[config.mk]
export PLATFORM = sky130hd
export DESIGN_NAME = pipeline_ctrl
export DESIGN_NICKNAME = d
export VERILOG_FILES = /design/src/rtl/pipeline_ctrl.sv
export SDC_FILE = /design/constraint.sdc
export NUM_CORES = 1
export LEC_CHECK = 0
export CORE_ASPECT_RATIO = 0.5
export CORE_MARGIN = 2
export CORE_UTILIZATION = 32
export CTS_CLUSTER_SIZE = 12
export DETAILED_ROUTE_END_ITERATION = 6
export GPL_TIMING_DRIVEN = 0
export PLACE_DENSITY_LB_ADDON = 0.08
export SLEW_MARGIN = 5
export SYNTH_ARGS = -nofsm -noshare
export SYNTH_HDL_FRONTEND = slang
export SYNTH_SLANG_ARGS = --single-unit
[constraint.sdc]
create_clock -name CLK -period 2.05 [get_ports CLK]
set_clock_uncertainty 0.15 [all_clocks]
set_input_delay 0.205 -clock CLK [delete_from_list [all_inputs] [get_ports CLK]]
set_output_delay 0.205 -clock CLK [all_outputs]
set_load 0.05 [all_outputs]
[src/rtl/pipeline_ctrl.sv]
// pipeline_ctrl: pipeline latch enable/flush sequencing for the pipelined CPU.
// Handles load-use stalls, branch/jump flushes, data-memory wait, the halt
// drain sequence and the instruction-fetch request gate.
// Optional performance counters are compiled in when PIPE_PERF_EN is defined;
// otherwise stall_cnt and flush_cnt are tied to zero.
module pipeline_ctrl #(
    parameter int DRAIN_CYCLES = 2,
    parameter int CNT_W        = 32
) (
    input  logic             CLK,
    input  logic             nRST,
    input  logic             ihit,
    input  logic             dhit,
    input  logic             hazard,
    input  logic             branch,
    input  logic             jump,
    input  logic             mem_dREN,
    input  logic             mem_dWEN,
    input  logic             mem_halt,
    output logic             pc_en,
    output logic             ifid_en,
    output logic             idex_en,
    output logic             exmem_en,
    output logic             memwb_en,
    output logic             ifid_flush,
    output logic             idex_flush,
    output logic             exmem_flush,
    output logic             imemREN,
    output logic             halt,
    output logic [CNT_W-1:0] stall_cnt,
    output logic [CNT_W-1:0] flush_cnt
);

    typedef enum logic [1:0] {
        S_RUN    = 2'd0,
        S_DWAIT  = 2'd1,
        S_DRAIN  = 2'd2,
        S_HALTED = 2'd3
    } state_t;

    // Counter is preloaded on halt entry so DRAIN lasts exactly DRAIN_CYCLES.
    localparam logic [3:0] DRAIN_LOAD = 4'(DRAIN_CYCLES - 1);

    state_t     r_state;
    state_t     w_state_next;
    logic [3:0] r_drain_cnt;
    logic [3:0] w_drain_cnt_next;
    logic       r_halt;
    logic       w_halt_next;
    logic       w_mem_req;

    assign w_mem_req = mem_dREN | mem_dWEN;
    assign halt      = r_halt;

    // State, drain counter and halt flag registers.
    always_ff @(posedge CLK or negedge nRST) begin
        if (!nRST) begin
            r_state     <= S_RUN;
            r_drain_cnt <= 4'd0;
            r_halt      <= 1'b0;
        end else begin
            r_state     <= w_state_next;
            r_drain_cnt <= w_drain_cnt_next;
            r_halt      <= w_halt_next;
        end
    end

    // Next-state and latch-control decode from state and current inputs.
    always_comb begin
        w_state_next     = r_state;
        w_drain_cnt_next = r_drain_cnt;
        w_halt_next      = r_halt;
        pc_en            = 1'b0;
        ifid_en          = 1'b0;
        idex_en          = 1'b0;
        exmem_en         = 1'b0;
        memwb_en         = 1'b0;
        ifid_flush       = 1'b0;
        idex_flush       = 1'b0;
        exmem_flush      = 1'b0;
        imemREN          = 1'b0;
        case (r_state)
            S_RUN, S_DWAIT: begin
                // Fetch is suppressed while a data access is outstanding.
                imemREN = (r_state == S_RUN);
                if (w_mem_req && !dhit) begin
                    // Data miss: freeze everything until the cache answers.
                    w_state_next = S_DWAIT;
                end else if (dhit && !ihit) begin
                    // Data done but fetch missed: retire MEM, bubble into MEM.
                    memwb_en     = 1'b1;
                    exmem_en     = 1'b1;
                    exmem_flush  = 1'b1;
                    w_state_next = S_RUN;
                end else if (ihit) begin
                    pc_en        = 1'b1;
                    ifid_en      = 1'b1;
                    idex_en      = 1'b1;
                    exmem_en     = 1'b1;
                    memwb_en     = 1'b1;
                    w_state_next = S_RUN;
                    if (hazard) begin
                        // Load-use: hold PC and IF/ID, bubble into EX.
                        // A pending branch/jump is re-evaluated next cycle.
                        pc_en      = 1'b0;
                        ifid_en    = 1'b0;
                        idex_flush = 1'b1;
                    end else if (branch || jump) begin
                        ifid_flush = 1'b1;
                    end
                end else begin
                    w_state_next = S_RUN;
                end
                // HALT reaching WB: squash everything younger and start draining.
                if (mem_halt && memwb_en) begin
                    pc_en            = 1'b0;
                    ifid_en          = 1'b1;
                    idex_en          = 1'b1;
                    exmem_en         = 1'b1;
                    ifid_flush       = 1'b1;
                    idex_flush       = 1'b1;
                    exmem_flush      = 1'b1;
                    w_drain_cnt_next = DRAIN_LOAD;
                    w_state_next     = S_DRAIN;
                end
            end
            S_DRAIN: begin
                memwb_en = 1'b1;
                if (r_drain_cnt == 4'd0) begin
                    w_state_next = S_HALTED;
                    w_halt_next  = 1'b1;
                end else begin
                    w_drain_cnt_next = r_drain_cnt - 4'd1;
                end
            end
            S_HALTED: begin
                w_state_next = S_HALTED;
            end
            default: begin
                w_state_next = S_RUN;
            end
        endcase
    end

`ifdef PIPE_PERF_EN
    logic             w_active;
    logic             w_bj_flush;
    logic [CNT_W-1:0] r_stall_cnt;
    logic [CNT_W-1:0] r_flush_cnt;

    // In RUN/DWAIT an IF/ID flush comes from branch/jump unless halt is entering.
    assign w_active   = (r_state == S_RUN) || (r_state == S_DWAIT);
    assign w_bj_flush = w_active && ifid_flush && (w_state_next != S_DRAIN);

    // Stall and control-flush counters; wrap naturally, frozen in DRAIN/HALTED.
    always_ff @(posedge CLK or negedge nRST) begin
        if (!nRST) begin
            r_stall_cnt <= '0;
            r_flush_cnt <= '0;
        end else begin
            if (w_active && !pc_en) begin
                r_stall_cnt <= r_stall_cnt + 1'b1;
            end
            if (w_bj_flush) begin
                r_flush_cnt <= r_flush_cnt + 1'b1;
            end
        end
    end

    assign stall_cnt = r_stall_cnt;
    assign flush_cnt = r_flush_cnt;
`else
    assign stall_cnt = '0;
    assign flush_cnt = '0;
`endif

endmodule
Word level (Yosys, flattened, before mapping)

Cells that the tools add are included.

Register bits: 7
Input port bits: 10

Mux-type cells: 44
Bitwise logic cells: 1
Reduce and logical (&&, ||, !) cells: 12
Add/subtract/negate cells: 1
Eq/ne operators: 6

Operator list:

| kind                                                                   | count |
|---|---|
| 1-bit two-way mux                                                      | 37 |
| 4-bit two-way mux                                                      | 2 |
| 4-bit one-hot mux with 2 select lines                                  | 1 |
| 2-bit != test (second input constant)                                  | 3 |
| 2-bit one-hot mux with 3 select lines                                  | 1 |
| 2-bit equality test (second input constant)                            | 2 |
| 4-bit zero test                                                        | 1 |
| 2-bit two-way mux                                                      | 2 |
| 4-bit by 1-bit subtractor with 4-bit output (second input constant)    | 1 |
| 1-bit logical AND                                                      | 3 |
| 3-bit AND reduction                                                    | 1 |
| 2-bit by 1-bit equality test with 1-bit output (second input constant) | 1 |
| 1-bit zero test                                                        | 2 |
| 2-bit zero test                                                        | 1 |
| 1-bit one-hot mux with 2 select lines                                  | 1 |
| 2-bit AND reduction                                                    | 1 |
| 2-bit nonzero test                                                     | 1 |
| 2-bit OR reduction                                                     | 1 |
| 1-bit logical OR                                                       | 1 |
| 1-bit bitwise OR                                                       | 1 |

Logic depth before layout (Yosys ltp)

Gate-level depths: netlist (run 1).

Word-level depth: 8
Gate-level depth with buffers: 5
Mapped depth without buffers: 5

Least setup slack after synthesis (run 1)

No wires, ideal clock.

Path type: reg-to-output
Start point: reg r_state[1]
End point: out idex_flush
Buffers on the path: 0
Cell stages (with the launch flop): 4
Slack: -0.214 ns
Data required time: 1.695 ns
Arrival time: 1.909 ns
Path through: dfrtp_1 inv_1 o21ai_0 a211oi_1

Cells in the longest elaborated chain, start to end: 3
Elaborated cells on any way between the ends: 4
Classes of those cells: eq/ne: 1; mux: 1; reduce/logical: 2

Ends and longest elaborated chain:

| item                                                                              | line | source |
|---|---|---|
| start, declared                                                                   | 44   | `state_t r_state;` |
| start signal, assigned                                                            | 62   | `r_state <= w_state_next;` |
| 2-bit by 1-bit equality test with 1-bit output or 2-bit zero test (tied branches) | 82   | `case (r_state)` |
| 2-bit OR reduction *                                                              | 82   |  |
| 1-bit two-way mux *                                                               | 82   |  |
| end, declared                                                                     | 26   | `output logic idex_flush,` |

Every way passes the cells marked *; elsewhere a longest branch is shown, timed or not.

Final worst setup path (run 1)

Start point: in mem_dWEN
End point: out memwb_en

Cells in the longest elaborated chain, start to end: 5

Ends and longest elaborated chain:

| item                                  | line | source |
|---|---|---|
| start, declared                       | 18   | `input logic mem_dWEN,` |
| 1-bit bitwise OR                      | 52   | `assign w_mem_req = mem_dREN \| mem_dWEN;` |
| 1-bit logical AND                     | 86   | `if (w_mem_req && !dhit) begin` |
| 1-bit two-way mux                     | 86   |  |
| 1-bit two-way mux                     | 82   |  |
| 1-bit one-hot mux with 2 select lines | 82   |  |
| end, declared                         | 24   | `output logic memwb_en,` |

No other way between the ends. The select of a mux whose other input is x is not followed.

==> results.yml, run 1 <==
outcome:
  status: "finished, final reports clean"
routing:
  wl_per_cell_um: 7.029
  drt_wl_total_um: 1715
  wl_met3_um: 221
  top_layer: "met3"
  via_per_inst: 3.230
  drc: 0
  dr_wl_met2_um: 846
  wl_met1_um: 646
  drt-initial-drc-count: 32
  dr.pass1.iters: 4
  num_vias: 788
  postRouteAntennaNets: 0
power_and_ir_drop:
  ir_drop_mv: 0.1869
  power_density_mw_per_mm2: 483.5
  p_total_w: 0.0007211
  leakage_nw: 0.9096
critical_path:
  slowest_stage: "clkdlybuf4s50_1"
  start_kind: "input pin"
  path_depth: 5
  cp-end-kind: "output port"
  cp_top_family: "buffers and inverters"
  path_max_fanout: 5
  crit_arrival_ns: 1.58
  cp.required_ns: 1.69
  reg2reg_depth: 5
  path_cells: "clkdlybuf4s50_1 > nor3b_4 > o21ai_2 > nand2_1 > clkdlybuf4s18_2"
  path_buf_inv: 2
  slowest_delay_ns: 0.47
  setup.worst_path.class: "input pin to output port"
synthesis:
  ys_seq_area_share_pct: 18.06
  synth_commonest_cells: "buf_4 (64), dfrtp_1 (7), inv_1 (7), nor2_1 (7)"
  avgSynthCellArea_um2: 8.218
  synth_top_area_share_pct: 49.55
  syn_inst: 118
  synthDistinctLibCells: 25
  netlist_area_um2: 969.7
  synthTopCellsByArea: "buf_4 (50%), dfrtp_1 (18%), nor3b_4 (3.9%)"
  yosysTopAreaCell: "buf_4"
  synth-edff-count: 0
  synth_async_sr_flop_share_pct: 100.0
  synth-seq-cells: 7
  yosys_warnings: 0
  synthFlopType: "dfrtp_1"
  yosysMostFrequentCell: "buf_4"
timing:
  hold_slack_ns: 0.09167
  finalCritPeriodShare_pct: 94.49
  final_max_slew_viol_count: 0
  worst_slack_ns: 0.1129
  finalSetupViolCount: 0
  rsz0062_at_grt: "false"
  period_minus_slack_ns: 1.937
  hold_violations: 0
  fmax_ghz: 0.5162
grt:
  grt.overflow.total: 0
  grt_pass1_vias: 604
  grt_pass1_wl_um: 2504
  grt_max_degree: 10
  antenna_found_initial: 0
  grt_use_total_pct: 9.329
floorplan:
  initial_utilization_pct: 32.95
  num_io_pins: 84
  coreArea_mm2: 0.002943
  rows: 14
  die_width_um: 81.85
  fp.dieH_um: 42.93
  dieArea_mm2: 0.003513
clocking:
  cts_hold_buf: 0
  tritoncts: "done"
  clock_latency_ns: 0.22
  clkTransAtPathRegs_ns: 0.04
  root_buffer: "clkbuf_8"
  cts_buffers: 3
  cts_buffer_depth: 2
  htreeDepth: 1
  cts_setup_buffers: 0
  clock_sinks: 7
flow_run:
  cap_violations: 0
cells_and_area:
  diodes: 0
  area_growth_pct: 53.81
  fin_nets: 217
  layout-drive-gt1-share_pct: 41.18
place:
  gp_congestion: 0.7500
  dp_slack_ns: -0.6556
  port_buffers: 19
  place_hpwl_um: 1557
worst_hold_path:
  hp-class: "input pin to asynchronous set/reset pin"
state kept, by name, indices dropped and copies added (netlist names):
signal / count
r_state: 2
r_drain_cnt: 4
halt: 1
path summary, 6_finish.rpt:
kind | slack [ns] | from | endpoint
worst max-delay path | 0.11 | mem_dWEN | memwb_en
worst min-delay path | 0.09 | nRST | r_state[1]
worst max register to register | 0.39 | r_drain_cnt[0] | r_drain_cnt[2]
worst min register to register | 0.30 | halt | halt
max in group asynchronous | 1.42 | nRST | r_drain_cnt[3]
min in group CLK | 0.30 | halt | halt
cells in the final DEF (no fill, tap or decap), drive strengths merged:
cell	netlist	final
buf	65	71
conb	1	64
clkdlybuf4s50	0	10
inv	7	7
nor2	7	7
dfrtp	7	7
clkbuf	0	5
nand2	3	3
a21oi	3	3
o21a	3	3
nor3	3	3
nor3b	3	3
o21ai	2	2
nor2b	2	2
ha	2	2
a21o	2	2
nand2b	1	1
a211oi	1	1
o2111ai	1	1
o211ai	1	1
a22oi	1	1
nor4b	1	1
a311o	1	1
a32o	1	1
dlymetal6s2s	0	1
clkdlybuf4s18	0	1
layout make-up:
type                            instances  area [µm²]
Timing Repair Buffer                   19       172.7
Sequential cell                         7       175.2
Clock buffer                            4       45.04
Tap cell                               40       50.05
Multi-Input combinational cell        102       536.8
Inverter                                7       26.28
Buffer                                 65       485.5
Fill cell                             297        1451
worst register-to-register path: stages (launching register included):
cell	delay (ns)
dfrtp_1	0.37
inv_1	0.11
ha_1	0.17
nor3b_4	0.33
nor4b_1	0.10
a311o_1	0.32
per-layer routing:
metal / up-vias / track usage (%)
met4: 0 / 4.000
met2: 50 / 16.10
met1: 310 / 11.11
met3: 0 / 2.128
li1: 428 / -
met5: - / 0
logic make-up after synthesis:
family                     Yosys count  synth area share (%)
AOI/OAI and AO/OA                   16                 13.29
adders and majority gates            2                 2.580
DFF                                  7                 18.06
and+or+nand+nor                     20                 12.90
other                                1                0.3867
buffers and inverters               72                 52.77
per-stage QoR:
step                      std cells  setup TNS, ns  cell area [µm²]  util [%]
after floorplan                 181              0             1211         -
after global placement          240         -4.383             1451     49.32
after detailed placement        240         -4.439             1451     49.32
after CTS                       244              0             1476     50.17
after global routing            244              0             1491     50.68
final                           244              0             1491     50.68
timing repair:
| item | CTS | global route |
|---|---|---|
| cloned | 0 | 0 |
| setup endpoints to repair | 8 | 7 |
| pin swaps | 0 | 1 |
| resized for setup | 38 | 13 |
power breakdown:
part,switching (W),internal [W]
sequential,0,0.000139
clock,0.0000578,0.000134
combinational,0.000288,0.000102
No activity file was read; power rests on OpenSTA's default activity.
==> run 2, diff against run 1 <==
Settings changed: CAP_MARGIN set to 20, CTS_BUF_LIST set to sky130_fd_sc_hd__clkbuf_4 sky130_fd_sc_hd__clkbuf_8 sky130_fd_sc_hd__clkbuf_16.
==> run 2 against run 1 <==
Compared with the run above:
- fmax up 0.28%
- largest cell class unchanged
- flip-flop and latch count did not move
- clock power is 7% higher
- wire length up 0.23%
- die area unchanged
- sequential share of layout area about the same
==> results.yml, run 2 (same netlist as run 1, synthesis figures left out) <==
outcome:
  status: "finished, final reports clean"
clocking:
  cts_buffers: 3
  clock_sinks: 7
  tritoncts: "done"
  root_buffer: "clkbuf_8"
  htreeDepth: 1
  cts_setup_buffers: 0
  cts_buffer_depth: 2
  clkTransAtPathRegs_ns: 0.04
  clock_latency_ns: 0.22
routing:
  num_vias: 786
  drt_wl_total_um: 1719
  drc: 0
  drt-initial-drc-count: 39
  postRouteAntennaNets: 0
  wl_per_cell_um: 7.045
  dr.pass1.iters: 2
  via_per_inst: 3.221
power_and_ir_drop:
  leakage_nw: 0.9130
  ir_drop_mv: 0.1898
  power_density_mw_per_mm2: 491.3
  p_total_w: 0.0007346
timing:
  hold_violations: 0
  finalSetupViolCount: 0
  worst_slack_ns: 0.1183
  setup-tns-final_ns: 0
  final_max_slew_viol_count: 0
  finalCritPeriodShare_pct: 94.23
  period_minus_slack_ns: 1.932
  fmax_ghz: 0.5177
  rsz0062_at_grt: "false"
cells_and_area:
  largest-register: "r_drain_cnt"
  final_cells: 244
  fin_nets: 217
  layout_common_cells: "buf_4 (64), conb_1 (64), clkdlybuf4s50_1 (10)"
  diodes: 0
  postLayoutCellArea_mm2: 0.001495
  layout-drive-gt1-share_pct: 41.67
  largest_reg_flops: 4
  area_growth_pct: 54.19
grt:
  grt_pass1_vias: 603
  antenna_found_initial: 0
  grt.overflow.total: 0
  grt_max_degree: 10
  grt_pass1_wl_um: 2511
  grt_use_total_pct: 9.374
place:
  gp_congestion: 0.7500
  port_buffers: 19
  placed_cells: 240
  dp_slack_ns: -0.6556
  place_area_mm2: 0.001451
  place_hpwl_um: 1557
critical_path:
  crit_arrival_ns: 1.58
  setup.worst_path.class: "input pin to output port"
  cp_top_family: "buffers and inverters"
  slowest_delay_ns: 0.47
  start_kind: "input pin"
  cp.required_ns: 1.69
  path_buf_inv: 2
  slowest_stage: "clkdlybuf4s50_1"
  path_max_fanout: 5
  cp-end-kind: "output port"
  path_cells: "clkdlybuf4s50_1 > nor3b_4 > o21ai_2 > nand2_1 > clkdlybuf4s18_2"
floorplan:
  initial_utilization_pct: 32.95
  coreArea_mm2: 0.002943
  dieArea_mm2: 0.003513
  fp.dieH_um: 42.93
  num_io_pins: 84
  rows: 14
  die_width_um: 81.85
worst_hold_path:
  hp-class: "input pin to asynchronous set/reset pin"
flow_run:
  cap_violations: 0
## run 2: cell count changes in the layout (fill, tap and decap cells not counted)
cell / delta
clkbuf_4: +1
clkbuf_1: -1
## run 2: final cells by class
class	instances	area, µm²
fillers	299	1448
multi-input cells	102	536.8
plain buffers	65	485.5
flip-flops and latches	7	175.2
repair buffers	19	172.7
well taps	40	50.05
clock buffers	4	48.80
inverters	7	26.28
## run 2: path summary, 6_finish.rpt
check / startpoint / endpoint / slack (ns) / cells past startpoint
setup / recovery: mem_dWEN / memwb_en / 0.12 / 5
min in group CLK: halt / halt / 0.32 / 1
max in group asynchronous: nRST / r_drain_cnt[3] / 1.42 / 1
hold / removal: nRST / r_state[1] / 0.09 / 1
hold reg to reg: halt / halt / 0.32 / 1
setup reg to reg: r_drain_cnt[0] / r_drain_cnt[2] / 0.39 / 5
## run 2: power by group
group	internal, W	total, W	leakage, nW	switching (W)
Sequential	0.000139	0.000139	0.0822	0
Combinational	0.000102	0.000390	0.805	0.000288
Clock	0.000148	0.000206	0.0262	0.0000582
## run 2: timing repair
item	CTS	global route
pin swaps	0	1
hold buffers	0	0
resized for setup	38	13
endpoints found under the setup margin	8	7
## run 2: stage by stage
step / utilization (%) / hold WS, ns
floorplan: - / -0.2406
global placement: 49.32 / 0.2914
detailed placement: 49.32 / 0.2938
CTS: 50.30 / 0.1091
global route: 50.81 / 0.1129
finish: 50.81 / 0.09054
## run 2: worst register-to-register path, stage by stage (launching register included)
cell and delay, ns:
dfrtp_1 0.37, inv_1 0.12, ha_1 0.17, nor3b_4 0.33, nor4b_1 0.10, a311o_1 0.32
## run 2: metal layers
| metal | global-route usage (%) | up-vias | wire length (µm) | share of wire, % |
|---|---|---|---|---|
| li1 | - | 429 | - | - |
| met1 | 11.11 | 311 | 672 | 39 |
| met2 | 16.26 | 46 | 847 | 49 |
| met3 | 2.128 | 0 | 199 | 12 |
| met4 | 4.000 | 0 | 0 | 0 |
| met5 | 0 | - | 0 | 0 |
